<file path="src/rtl/regfile_wb_pkg.sv">
// Shared types and sizing helpers for the register-file writeback arbiter and its producers.
package regfile_wb_pkg;

  function automatic int unsigned safe_clog2(input int unsigned n);
    return (n > 1) ? $clog2(n) : 1;
  endfunction

  localparam int unsigned rf_width_lp      = 32;
  localparam int unsigned rf_els_lp        = 32;
  localparam int unsigned rf_addr_width_lp = safe_clog2(rf_els_lp);

  typedef struct packed {
    logic [rf_addr_width_lp-1:0] addr;
    logic [rf_width_lp-1:0]      data;
  } regfile_wb_req_s;

endpackage

</file>
<file path="src/rtl/regfile_wb_fifo.sv">
// Two-entry valid/ready buffer with registered ready; enqueue and dequeue may coincide.
module regfile_wb_fifo #(
  parameter type el_t = logic
) (
  input  logic clk_i,
  input  logic reset_i,
  input  logic v_i,
  input  el_t  data_i,
  output logic ready_o,
  output logic v_o,
  output el_t  data_o,
  input  logic yumi_i
);

  el_t        mem_q [2];
  logic [1:0] count_q, count_d;
  logic       rd_ptr_q, wr_ptr_q, ready_q;
  logic       enq;

  always_comb begin
    enq     = v_i & ready_q;
    count_d = count_q;
    case ({enq, yumi_i})
      2'b10:   count_d = count_q + 2'd1;
      2'b01:   count_d = count_q - 2'd1;
      default: count_d = count_q;
    endcase
  end

  // Ready is recomputed from next occupancy so it never sees the producer's valid combinationally.
  always_ff @(posedge clk_i) begin
    if (reset_i) begin
      count_q  <= 2'd0;
      rd_ptr_q <= 1'b0;
      wr_ptr_q <= 1'b0;
      ready_q  <= 1'b0;
    end else begin
      count_q <= count_d;
      ready_q <= (count_d != 2'd2);
      if (enq)    wr_ptr_q <= ~wr_ptr_q;
      if (yumi_i) rd_ptr_q <= ~rd_ptr_q;
    end
  end

  always_ff @(posedge clk_i) begin
    if (enq) mem_q[wr_ptr_q] <= data_i;
  end

  assign ready_o = ready_q;
  assign v_o     = (count_q != 2'd0);
  assign data_o  = mem_q[rd_ptr_q];

endmodule

</file>
<file path="src/rtl/regfile_wb_arbiter.sv">
// Collects writebacks from several producers and packs up to num_ws_p of them per cycle onto
// the register file write ports, round-robin, never writing one address twice in a cycle.
module regfile_wb_arbiter
  import regfile_wb_pkg::*;
#(
  parameter int unsigned width_p           = rf_width_lp,
  parameter int unsigned els_p             = rf_els_lp,
  parameter int unsigned num_src_p         = 3,
  parameter int unsigned num_ws_p          = 2,
  parameter int unsigned x0_tied_to_zero_p = 1,
  localparam int unsigned addr_width_lp    = safe_clog2(els_p)
) (
  input  logic                               clk_i,
  input  logic                               reset_i,
  input  logic [num_src_p-1:0]               src_v_i,
  input  logic [num_src_p*addr_width_lp-1:0] src_addr_i,
  input  logic [num_src_p*width_p-1:0]       src_data_i,
  output logic [num_src_p-1:0]               src_ready_o,
  output logic [num_ws_p-1:0]                w_v_o,
  output logic [num_ws_p*addr_width_lp-1:0]  w_addr_o,
  output logic [num_ws_p*width_p-1:0]        w_data_o,
  output logic                               idle_o
);

  localparam int unsigned src_idx_w_lp = safe_clog2(num_src_p);

  typedef struct packed {
    logic [addr_width_lp-1:0] addr;
    logic [width_p-1:0]       data;
  } req_s;

  req_s                     head [num_src_p];
  logic [num_src_p-1:0]     head_v, fifo_ready, deq;
  logic [src_idx_w_lp-1:0]  rr_ptr_q, rr_ptr_d;
  logic [num_ws_p-1:0]      w_v;
  logic [addr_width_lp-1:0] w_addr [num_ws_p];
  logic [width_p-1:0]       w_data [num_ws_p];

  for (genvar s = 0; s < num_src_p; s++) begin : g_src
    req_s enq_req;
    assign enq_req = '{addr: src_addr_i[s*addr_width_lp +: addr_width_lp],
                       data: src_data_i[s*width_p +: width_p]};

    regfile_wb_fifo #(.el_t(req_s)) u_fifo (
      .clk_i   (clk_i),
      .reset_i (reset_i),
      .v_i     (src_v_i[s]),
      .data_i  (enq_req),
      .ready_o (fifo_ready[s]),
      .v_o     (head_v[s]),
      .data_o  (head[s]),
      .yumi_i  (deq[s])
    );
  end

  logic [src_idx_w_lp:0]   scan;
  logic [src_idx_w_lp-1:0] idx, last_idx;
  logic                    any_deq, conflict, placed, is_x0;

  // Scan from rr_ptr_q; x0 heads are dropped for free, others take the next free port.
  always_comb begin
    deq      = '0;
    w_v      = '0;
    scan     = '0;
    idx      = '0;
    last_idx = rr_ptr_q;
    any_deq  = 1'b0;
    conflict = 1'b0;
    placed   = 1'b0;
    is_x0    = 1'b0;
    rr_ptr_d = rr_ptr_q;
    for (int unsigned j = 0; j < num_ws_p; j++) begin
      w_addr[j] = '0;
      w_data[j] = '0;
    end
    for (int unsigned i = 0; i < num_src_p; i++) begin
      scan = (src_idx_w_lp+1)'(rr_ptr_q) + (src_idx_w_lp+1)'(i);
      if (scan >= (src_idx_w_lp+1)'(num_src_p)) scan = scan - (src_idx_w_lp+1)'(num_src_p);
      idx      = scan[src_idx_w_lp-1:0];
      is_x0    = (x0_tied_to_zero_p != 0) && (head[idx].addr == '0);
      conflict = 1'b0;
      placed   = 1'b0;
      for (int unsigned j = 0; j < num_ws_p; j++) begin
        if (w_v[j] && (w_addr[j] == head[idx].addr)) conflict = 1'b1;
      end
      if (head_v[idx]) begin
        if (is_x0) begin
          placed = 1'b1;
        end else if (!conflict) begin
          for (int unsigned j = 0; j < num_ws_p; j++) begin
            if (!placed && !w_v[j]) begin
              w_v[j]    = 1'b1;
              w_addr[j] = head[idx].addr;
              w_data[j] = head[idx].data;
              placed    = 1'b1;
            end
          end
        end
      end
      if (placed) begin
        deq[idx] = 1'b1;
        any_deq  = 1'b1;
        last_idx = idx;
      end
    end
    if (any_deq) begin
      rr_ptr_d = (last_idx == src_idx_w_lp'(num_src_p - 1)) ? '0
                                                            : last_idx + src_idx_w_lp'(1);
    end
  end

  always_ff @(posedge clk_i) begin
    if (reset_i) rr_ptr_q <= '0;
    else         rr_ptr_q <= rr_ptr_d;
  end

  for (genvar j = 0; j < num_ws_p; j++) begin : g_port
    assign w_addr_o[j*addr_width_lp +: addr_width_lp] = w_addr[j];
    assign w_data_o[j*width_p +: width_p]             = w_data[j];
  end

  assign w_v_o       = w_v;
  assign src_ready_o = fifo_ready;
  assign idle_o      = ~|head_v;

endmodule

</file>
<file path="config.mk">
export PLATFORM = sky130hd
export DESIGN_NAME = regfile_wb_arbiter
export DESIGN_NICKNAME = d
export VERILOG_FILES = /design/src/rtl/regfile_wb_pkg.sv /design/src/rtl/regfile_wb_fifo.sv /design/src/rtl/regfile_wb_arbiter.sv
export SDC_FILE = /design/constraint.sdc
export NUM_CORES = 1
export LEC_CHECK = 0
export ABC_AREA = 1
export CAP_MARGIN = 40
export CORE_MARGIN = 2
export CORE_UTILIZATION = 50
export CTS_CLUSTER_SIZE = 25
export DETAILED_ROUTE_END_ITERATION = 10
export GPL_TIMING_DRIVEN = 0
export HOLD_SLACK_MARGIN = 0.1
export PLACE_DENSITY_LB_ADDON = 0.3
export SYNTH_ARGS = -nofsm -noshare
export SYNTH_HDL_FRONTEND = slang
export SYNTH_SLANG_ARGS = --single-unit
</file>
<file path="constraint.sdc">
create_clock -name clk_i -period 3.57 [get_ports clk_i]
set_clock_uncertainty 0.15 [all_clocks]
set_input_delay 1.071 -clock clk_i [delete_from_list [all_inputs] [get_ports clk_i]]
set_output_delay 1.071 -clock clk_i [all_outputs]
set_load 0.02 [all_outputs]
</file>
Word-level counts from Yosys, hierarchy flattened
Memories as Yosys holds them, arrays and structs flattened. A register that Yosys moved wholly into a read port is not among the register bits.
Cells that the tools add are included.
{"block": "word_totals", "reg_bits": 17, "latch_bits": 0, "ramBits": 222, "rom_bits": 0, "inputBits": 116, "out_inout_bits": 80, "word_cells": 198, "memories": 3}
{"memory": "g_src[0].u_fifo.mem_q", "depth": 2, "word_bits": 37, "read_ports": 1, "rd_clocked_by_memory_dff": 1, "wr": 1, "line_no": "regfile_wb_fifo.sv:15", "rtl": "el_t mem_q [2];"}
{"memory": "g_src[1].u_fifo.mem_q", "depth": 2, "word_bits": 37, "read_ports": 1, "rd_clocked_by_memory_dff": 1, "wr": 1, "line_no": "regfile_wb_fifo.sv:15"}
{"memory": "g_src[2].u_fifo.mem_q", "depth": 2, "word_bits": 37, "read_ports": 1, "rd_clocked_by_memory_dff": 1, "wr": 1, "line_no": "regfile_wb_fifo.sv:15"}
{"block": "op_classes", "n_addsub": 12, "multipliers": 0, "n_div": 0, "magnitude_cmp": 12, "eq_ne": 14, "shifts": 0, "mux": 109, "bitwise": 14, "reduce_logical": 21}
{"cell": "$mux 64", "n": 8}
{"cell": "$bmux 37 s2", "n": 3}
{"cell": "$mux 37", "n": 6}
{"cell": "$mux 32", "n": 5}
{"cell": "$mux 10", "n": 8}
{"cell": "$mux 1", "n": 47}
{"cell": "$mux 2", "n": 15}
{"cell": "$mux 5", "n": 5}
{"cell": "$eq 5x5->1", "n": 4}
{"cell": "$logic_not 5->1", "n": 3}
{"cell": "$pmux 2 s2", "n": 3}
{"cell": "$ge 3x3->1 const B", "n": 3}
{"cell": "$logic_and 1x1->1", "n": 9}
{"cell": "$lt 2x3->1 const B", "n": 3}
{"cell": "$mux 3", "n": 3}
{"cell": "$not 2->3", "n": 3}
{"cell": "$add 2x1->2 const B", "n": 4}
{"cell": "$eq 2x2->1 const B", "n": 4}
{"cell": "$bmux 1 s2", "n": 3}
{"cell": "$demux 1 s2", "n": 3}
{"cell": "$eq 2x1->1 const B", "n": 3}
{"cell": "$ge 2x1->1 const B", "n": 3}
{"cell": "$ge 3x2->1 const B", "n": 2}
{"cell": "$ne 2x2->1 const B", "n": 3}
{"cell": "other kinds (11)", "n": 29}

Depth between registers and ports, before layout
Gate-level depths: netlist of the first run.
{"block": "depth", "ltp_word": 42, "mapped_depth": 29, "depth_no_buf": 27}

Modules after synthesis
Synthesis of the first run repeated with hierarchy kept, for this count alone.
{"block": "unflattened", "cells_unflattened": 1251, "hier_area_um2": 13655.6}
{"module": "regfile_wb_fifo", "n_inst": 3, "cells_each": 148, "area_each_um2": 3071.7, "seq_area_each_um2": 2342.2}
{"module": "regfile_wb_arbiter", "n_inst": 1, "cells_each": 807, "area_each_um2": 4440.5, "seq_area_each_um2": 40.0}

Worst setup path after synthesis of the first run
Ideal clock, no wire load.
{"block": "synth_path", "path_kind": "register -> output", "from": "register rr_ptr_q[0]", "to": "output port w_addr_o[8]", "arrival_ns": 2.938, "required_ns": 2.349, "setup_slack_ns": -0.589, "path_stages_with_launch": 21, "n_path_buf": 4, "path_cell_list": "dfxtp_1 inv_1 ha_1 buf_6 inv_4 nor2_8 nand2_1 nand3_2 buf_6 nand2_1 xor2_1 nand4_1 nor2_1 nor3_4 inv_2 buf_4 nand2_1 inv_2 buf_2 nand2_1 o21ai_0"}
{"block": "synth_via", "elab_chain_len": 26, "word_cells_on_any_way": 76, "cone_classes": "5 x add/sub; 3 x order compare; 4 x eq/ne; 48 x mux; 3 x bitwise; 13 x reduce/logical"}
{"item": "start, declared", "line_no": "regfile_wb_arbiter.sv:34", "rtl": "logic [src_idx_w_lp-1:0] rr_ptr_q, rr_ptr_d;"}
{"item": "start signal, assigned", "line_no": "regfile_wb_arbiter.sv:114", "rtl": "else rr_ptr_q <= rr_ptr_d;"}
{"item": "$sub 2x2->2 or $ge 2x2->1 (tied branches)", "line_no": "regfile_wb_arbiter.sv:78", "rtl": "if (scan >= (src_idx_w_lp+1)'(num_src_p)) scan = scan - (src_idx_w_lp+1)'(num_src_p);"}
{"item": "$mux 2", "line_no": "regfile_wb_arbiter.sv:78"}
{"item": "$not 2->3 (implied by the code)", "line_no": "regfile_wb_arbiter.sv:80, regfile_wb_arbiter.sv:93"}
{"item": "$bmux 37 s2", "line_no": "regfile_wb_arbiter.sv:80, regfile_wb_arbiter.sv:93"}
{"item": "$mux 37 (2 in series)"}
{"item": "$logic_not 5->1"}
{"item": "$mux 10", "line_no": "regfile_wb_arbiter.sv:87", "rtl": "if (is_x0) begin"}
{"item": "$mux 10", "line_no": "regfile_wb_arbiter.sv:86", "rtl": "if (head_v[idx]) begin"}
{"item": "(+9 left out)"}
{"item": "$mux 1", "line_no": "regfile_wb_arbiter.sv:87"}
{"item": "$mux 1", "line_no": "regfile_wb_arbiter.sv:86"}
{"item": "$logic_not 1->1", "line_no": "regfile_wb_arbiter.sv:91", "rtl": "if (!placed && !w_v[j]) begin"}
{"item": "$logic_and 1x1->1", "line_no": "regfile_wb_arbiter.sv:91"}
{"item": "$mux 5", "line_no": "regfile_wb_arbiter.sv:91"}
{"item": "$mux 10", "line_no": "regfile_wb_arbiter.sv:89", "rtl": "end else if (!conflict) begin"}
{"item": "$mux 10", "line_no": "regfile_wb_arbiter.sv:87"}
{"item": "$mux 10 *", "line_no": "regfile_wb_arbiter.sv:86"}
{"item": "end, declared", "line_no": "regfile_wb_arbiter.sv:20", "rtl": "output logic [num_ws_p*addr_width_lp-1:0] w_addr_o,"}
Every way passes the cells marked *; elsewhere a longest branch is shown, timed or not. The select of a mux whose other input is x is not followed.

Worst setup path in the final report of the first run
{"block": "layout_path", "from": "register rr_ptr_q[0]", "to": "output port w_data_o[57]"}
{"block": "layout_via", "elab_chain_len": 26, "word_cells_on_any_way": 83, "cone_classes": "5 x add/sub; 3 x order compare; 4 x eq/ne; 55 x mux; 3 x bitwise; 13 x reduce/logical"}
{"item": "$sub 2x2->2 or $ge 2x2->1 (tied branches)", "line_no": "regfile_wb_arbiter.sv:78"}
{"item": "$mux 2", "line_no": "regfile_wb_arbiter.sv:78"}
{"item": "$not 2->3 (implied by the code)", "line_no": "regfile_wb_arbiter.sv:80, regfile_wb_arbiter.sv:93, regfile_wb_arbiter.sv:94"}
{"item": "$bmux 37 s2", "line_no": "regfile_wb_arbiter.sv:80, regfile_wb_arbiter.sv:93, regfile_wb_arbiter.sv:94"}
{"item": "$mux 37 (implied by the code) (2 in series)", "line_no": "regfile_wb_arbiter.sv:94", "rtl": "w_data[j] = head[idx].data;"}
{"item": "$logic_not 5->1"}
{"item": "$mux 10", "line_no": "regfile_wb_arbiter.sv:87"}
{"item": "$mux 10", "line_no": "regfile_wb_arbiter.sv:86"}
{"item": "(+9 left out)"}
{"item": "$mux 1", "line_no": "regfile_wb_arbiter.sv:87"}
{"item": "$mux 1", "line_no": "regfile_wb_arbiter.sv:86"}
{"item": "$logic_not 1->1", "line_no": "regfile_wb_arbiter.sv:91"}
{"item": "$logic_and 1x1->1", "line_no": "regfile_wb_arbiter.sv:91"}
{"item": "$mux 32", "line_no": "regfile_wb_arbiter.sv:91"}
{"item": "$mux 64", "line_no": "regfile_wb_arbiter.sv:89"}
{"item": "$mux 64", "line_no": "regfile_wb_arbiter.sv:87"}
{"item": "$mux 64 *", "line_no": "regfile_wb_arbiter.sv:86"}
{"item": "end, declared", "line_no": "regfile_wb_arbiter.sv:21", "rtl": "output logic [num_ws_p*width_p-1:0] w_data_o,"}
Marks and branches as above.

==> results of run 1 <==
-- layout by cell type (no fill, tap or decap), types with 14 or more instances in the layout --
master / instances
a21oi_1: 18
a32o_1: 16
a32oi_1: 26
a41o_1: 27
buf_12: 15
buf_2: 15
buf_4: 87
buf_6: 74
clkbuf_1: 32
clkbuf_16: 27
clkdlybuf4s50_1: 119
dfxtp_1: 18
edfxtp_1: 222
inv_1: 51
mux2i_1: 55
nand2_1: 426
nand3_1: 55
nand3_2: 14
nor2_1: 59
o21ai_0: 62
o21ai_4: 18
o21bai_4: 23
o221ai_1: 25
o22ai_1: 19
-- timing repair --
action,CTS,global route
setup endpoints to repair,92,86
buffers inserted,69,17
gates resized for setup,602,67
pin swaps,30,13
gates cloned,6,2
-- kinds of logic (layout without fill, tap and decap cells) --
| logic type | Yosys count | in the layout |
|---|---|---|
| compound gates | 260 | 260 |
| fa+ha+maj | 7 | 7 |
| simple gates | 611 | 611 |
| buf+inv | 163 | 496 |
| xor+xnor | 13 | 13 |
| mux | 58 | 58 |
| flops | 242 | 242 |
-- final cells by class --
| class | count | share of cell area |
|---|---|---|
| clock inverters | 10 | 0.00807 |
| multi-input cells | 949 | 0.334 |
| flip-flops and latches | 242 | 0.383 |
| well taps | 330 | 0.0224 |
| plain buffers | 85 | 0.0368 |
| clock buffers | 34 | 0.0357 |
| inverters | 74 | 0.0182 |
| repair buffers | 293 | 0.162 |
-- through the flow --
stage | setup slack [ns] | hold WS, ns | cells | setup TNS [ns] | utilization
detailed placement | -1.70 | 0.340 | 1885 | -120.26 | 0.629
CTS | -1.28 | 0.354 | 2002 | -76.22 | 0.713
finish | -1.40 | 0.355 | 2017 | -84.22 | 0.729
global placement | -1.77 | 0.325 | 1879 | -414.43 | 0.622
floorplan | -0.362 | 0.317 | 1354 | -14.52 | -
global route | -1.51 | 0.387 | 2017 | -92.41 | 0.729
-- per-layer routing --
layer,part of all wire,vias to the layer above,track usage
met5,0,-,0
met4,0.048,0,0.153
met3,0.12,179,0.0849
met2,0.44,913,0.524
met1,0.39,5977,0.486
li1,-,5460,-
-- final timing paths --
check	startpoint	endpoint	slack, ns
max	rr_ptr_q[0]	w_data_o[57]	-1.40
min	g_src[0].u_fifo.rd_ptr_q	g_src[0].u_fifo.rd_ptr_q	0.36
max reg2reg	rr_ptr_q[0]	g_src[2].u_fifo.ready_o	-0.42
min reg2reg	g_src[0].u_fifo.rd_ptr_q	g_src[0].u_fifo.rd_ptr_q	0.36
-- synthesized netlist by cell type (3+ instances only) --
| cell | instances |
|---|---|
| nand2_1 | 447 |
| a41o_1 | 28 |
| buf_2 | 14 |
| xor2_1 | 13 |
| edfxtp_1 | 222 |
| nor3_1 | 4 |
| ha_1 | 7 |
| buf_6 | 5 |
| clkbuf_1 | 45 |
| a32o_1 | 16 |
| nand2_2 | 4 |
| o22ai_1 | 19 |
| o221ai_1 | 25 |
| mux2i_1 | 58 |
| o21bai_2 | 20 |
| inv_1 | 62 |
| inv_2 | 9 |
| o21ai_1 | 4 |
| nor2_1 | 73 |
| nand3_1 | 74 |
| dfxtp_1 | 20 |
| buf_4 | 7 |
| a21oi_1 | 19 |
| o21bai_1 | 7 |
| a31o_2 | 3 |
| o311ai_0 | 5 |
| a32oi_1 | 27 |
| o21ai_0 | 79 |
| buf_1 | 16 |
-- state kept, by name, summed over array words and instances (netlist names), named ones only --
register,count
g_src.u_fifo.mem_q,222
g_src.u_fifo.count_q,6
g_src.u_fifo.rd_ptr_q,3
g_src.u_fifo.ready_o,3
g_src.u_fifo.wr_ptr_q,3
rr_ptr_q,2
-- critical path: stages, from the launching register on --
cell and delay, ns:
dfxtp_4 0.37, inv_4 0.06, ha_4 0.13, buf_12 0.13, inv_12 0.04, nor2_8 0.13, clkinvlp_4 0.15, o21ai_4 0.24
nand2_2 0.11, xor2_2 0.15, nand4_1 0.13, nor2_2 0.08, nor3_4 0.22, inv_2 0.13, nor2_4 0.14, xor2_1 0.18
nand3_2 0.11, nand3_4 0.13, buf_12 0.17, buf_16 0.15, o21bai_4 0.10, buf_6 0.14
==> impl_metrics.ini, run 1 <==
[yosys]
synth_fa_ha_area_frac = 0.00674
synth_top_family_by_area = simple AND/OR/NAND/NOR gates
async_flop_share = 0
ys_types = 45
syn_inst = 1354
synth-seq-cells = 242
synth.area.top_cells = edfxtp_1 (51%), nand2_1 (13%), mux2i_1 (4.5%)
ys_seq_area_frac = 0.544
syn_area_sq_um = 13000
yosys.area.top_type = edfxtp_1
synthSimpleGateAreaFrac = 0.191
synthMuxAreaShare = 0.0447
synthDominantCellAreaShare = 0.513
synth-edff-count = 222
synth_area_per_cell_sq_um = 9.59
yosys_warnings = 0
synth_fp_nets = 1477
synthXorXnorAreaFrac = 0.00877
synth_compound_area_frac = 0.149
synth_ff_type = edfxtp_1

[floorplanning]
core_sq_um = 25300
rows = 58
die_w_um = 165
ioPinCount = 196
die-height_um = 165
start_util = 0.513
die_area_sq_um = 27300

[finish]
num_antenna_cells = 0
area_growth_syn_to_layout_pct = 42.1
multi_input_area_sq_um = 6160
fin_nets = 1792
drive_gt1_frac = 0.250
fillers = 1804
fin_area_sq_um = 18500
ff_latch_area_sq_um = 7070

[sta]
worst_slack_ns = -1.40
slew_headroom = 0.428
hold_violations = 0
setup_viol = 85
fin_crit_sh = 1.39
maxSlewViolCount = 0
period_minus_slack_ns = 4.97
rsz0062_at_grt = yes
worstMarginPinSlew_ns = 0.858
fmax_mhz = 201

[drt]
drt-pass1-iter-count = 6
drt-total-wl_um = 49200
drtIter0Drc = 1544
drc = 0
vias = 12500
ant_nets = 0
post_drt_wl_per_cell_um = 24.4
vias_per_cell = 6.21

[place]
routabilityCongestion = 1.00
postPlaceCellArea_sq_um = 15900
io_buffers = 195
place_hpwl_um = 34100

[clock_network]
cts_made_buffers = 24
htreeDepth = 1
clk_pin_slew_ns = 0.06
clock_sinks = 242
clock_latency_ns = 0.55
clock_path_buffers = 3
cts_tree = yes
ctsHoldBuffers = 0
root_buffer = clkbuf_16

[worst_hold_path]
whs_path_depth = 2
hold_class = flip-flop to flip-flop

[critical_path]
cp_max_fo = 7
start_kind = flip-flop
crit_arrival_ns = 3.75
worstSetupEndpointType = output port
crit_required_ns = 2.35
crit_type = flip-flop to output port
worst-r2r-cell-count = 27

[grt]
grt_pass1_wl_um = 70200
grt_pass1_vias = 12000
track_usage = 0.350
grt_max_degree = 32
grt.overflow.total = 0
grt_antenna_before_repair = 0

[run_status]
violations = setup timing
status = complete, but fails checks

[flow_run]
drv_cap = 0
Power of run 1 is not shown: default switching activity piles up to over one toggle a cycle in this logic, so the estimate is an artifact.
==> run 2: changes to the inputs <==
Settings changed: SETUP_SLACK_MARGIN from default to 0.3.
==> run 2 against run 1 <==
The flow still finishes with violations (setup timing); critical path depth unchanged; worst hold slack better by 0.00092 ns; largest cell class unchanged; maximum frequency fell by 3.0%; setup slack got worse by 0.15 ns; core utilization grew 3.6 points; non-clock buffer count increased by 38; via count is 1.8% higher; die area is the same; global-route usage decreased by 0.068 points; register-to-register slack got worse by 0.06 ns; critical path type unchanged; cell count is 2.0% higher; flip-flop and latch count unchanged.
==> impl_metrics.ini, run 2 (same netlist as run 1, synthesis figures left out) <==
[drt]
vias_per_cell = 6.20
ant_nets = 0
drtIter0Drc = 1616
vias = 12700
post_drt_wl_per_cell_um = 24.2
drt-pass1-iter-count = 8
drc = 0
drt-total-wl_um = 49800

[finish]
instances_no_fill = 2057
layout_commonest_cell = nand2_1
final_cell_mix = nand2_1 (416), edfxtp_1 (222), clkdlybuf4s50_1 (118)
num_antenna_cells = 0
fin_nets = 1831
area_growth_syn_to_layout_pct = 49.1
regMostFlops = g_src.u_fifo.mem_q
largest_register_ff_count = 222
fin_area_sq_um = 19400
reg_top3 = g_src.u_fifo.mem_q: 222 flops, g_src.u_fifo.count_q: 6 flops
drive_gt1_frac = 0.283

[worst_hold_path]
hold_end = g_src[1].u_fifo.rd_ptr_q
hold_class = flip-flop to flip-flop
whs_path_depth = 2
min-delay-start = g_src[1].u_fifo.rd_ptr_q

[grt]
grt_use_met3 = 0.0619
grt.overflow.total = 0
grt_pass1_wl_um = 70200
track_usage = 0.349
grt_util_met2 = 0.529
grt_antenna_before_repair = 0
grt_pass1_vias = 11800
grt_max_degree = 32
use_met1 = 0.494
top_usage_layer = met2

[sta]
period_minus_slack_ns = 5.12
holdWs_ns = 0.356
worstMarginPinSlew_ns = 0.798
fin_crit_sh = 1.43
rsz0062_at_grt = yes
slew_headroom = 0.468
worst_slack_ns = -1.55
setup_viol = 89
hold_violations = 0
maxSlewViolCount = 0
fmax_mhz = 195

[clock_network]
clock_latency_ns = 0.55
htreeDepth = 1
clock_sinks = 242
clk_pin_slew_ns = 0.06
root_buffer = clkbuf_16
cts_made_buffers = 25
clock_path_buffers = 3
cts_tree = yes

[place]
place_hpwl_um = 33900
placed_cells = 1886
routabilityCongestion = 0.987
dp_slack_ns = -1.67
postPlaceCellArea_sq_um = 16000
io_buffers = 195

[critical_path]
start_kind = flip-flop
worst-r2r-setup-slack_ns = -0.48
r2r_end = g_src[2].u_fifo.ready_o
crit_type = flip-flop to output port
crit_arrival_ns = 3.90
cp_max_fo = 6
worstSetupEndpointType = output port
reg2reg_from = rr_ptr_q[1]
crit_required_ns = 2.35
worst-r2r-cell-count = 31

[floorplanning]
die-height_um = 165
die_w_um = 165
core_sq_um = 25300
start_util = 0.513
ioPinCount = 196
rows = 58
die_area_sq_um = 27300

[run_status]
violations = setup timing
status = complete, but fails checks

[flow_run]
drv_cap = 0
run 2: cell types whose count changed in the layout (fill, tap and decap cells not counted), moves of 5 or more:
cell	before	now
buf_12	15	20
buf_6	74	99
buf_8	7	15
nand2_1	426	416
nand2_2	12	19
o21ai_0	62	39
o21ai_1	2	18
o21ai_2	2	9
run 2: worst max-delay path by stage:
| stage | startpoint | to | slack (ns) | cells after the start |
|---|---|---|---|---|
| 2_1_floorplan | rr_ptr_q[1] | w_addr_o[6] | -0.34 | 21 |
| 5_1_grt | rr_ptr_q[0] | w_data_o[41] | -1.64 | 22 |
| 6_report | rr_ptr_q[0] | w_data_o[41] | -1.55 | 21 |
| 3_3_place_gp | rr_ptr_q[0] | w_data_o[38] | -1.75 | 20 |
| 3_5_place_dp | rr_ptr_q[0] | w_data_o[35] | -1.67 | 20 |
| 4_1_cts | rr_ptr_q[1] | w_data_o[52] | -1.39 | 20 |
run 2: layout make-up:
cell class / instances / area (sq um)
Clock buffer: 35 / 683
Tap cell: 330 / 413
Multi-Input combinational cell: 949 / 6370
Sequential cell: 242 / 7070
Clock inverter: 11 / 159
Buffer: 89 / 812
Inverter: 74 / 354
Fill cell: 1689 / 5970
Timing Repair Buffer: 327 / 3490
run 2: through the flow:
stage | utilization | setup TNS (ns)
floorplan | - | -16.91
global placement | 0.625 | -259.92
global route | 0.764 | -102.76
detailed placement | 0.632 | -116.25
CTS | 0.739 | -84.39
finish | 0.764 | -96.34
run 2: timing repair:
item	in CTS	in global routing
gates cloned	7	3
hold endpoints to repair	0	0
pin swaps	70	51
setup endpoints to repair	94	94
gates resized for setup	707	79
buffers inserted	84	31
hold buffers	0	0
run 2: layer usage:
layer  up-vias  wire length, um  part of all wire
met5         -                0                 0
met4         0             2700             0.054
met3       210             6100              0.12
met2      1008            21900              0.44
met1      5996            19200              0.38
li1       5535                -                 -
run 2: critical path, cell delays in order (launching register included):
cell and delay [ns]:
dfxtp_4 0.37, inv_4 0.07, ha_4 0.13, buf_12 0.12, clkinv_8 0.06, nor2_8 0.21
clkinvlp_4 0.17, o21ai_4 0.20, nand2_2 0.08, xor2_1 0.15, nand4_1 0.16, nor2_2 0.08
nor3_4 0.28, buf_6 0.17, o211ai_1 0.10, a21oi_2 0.17, nand3_2 0.12, nand3_4 0.13
buf_12 0.19, buf_12 0.16, o21bai_4 0.09, buf_6 0.14
Power of run 2 is left out for the same reason.
==> run 3: changes to the inputs <==
Settings changed: SLEW_MARGIN from default to 5.
==> results of run 3 <==
Final layout, timing and power as in run 2 (identical DEF).
Power of run 3 is left out for the same reason.
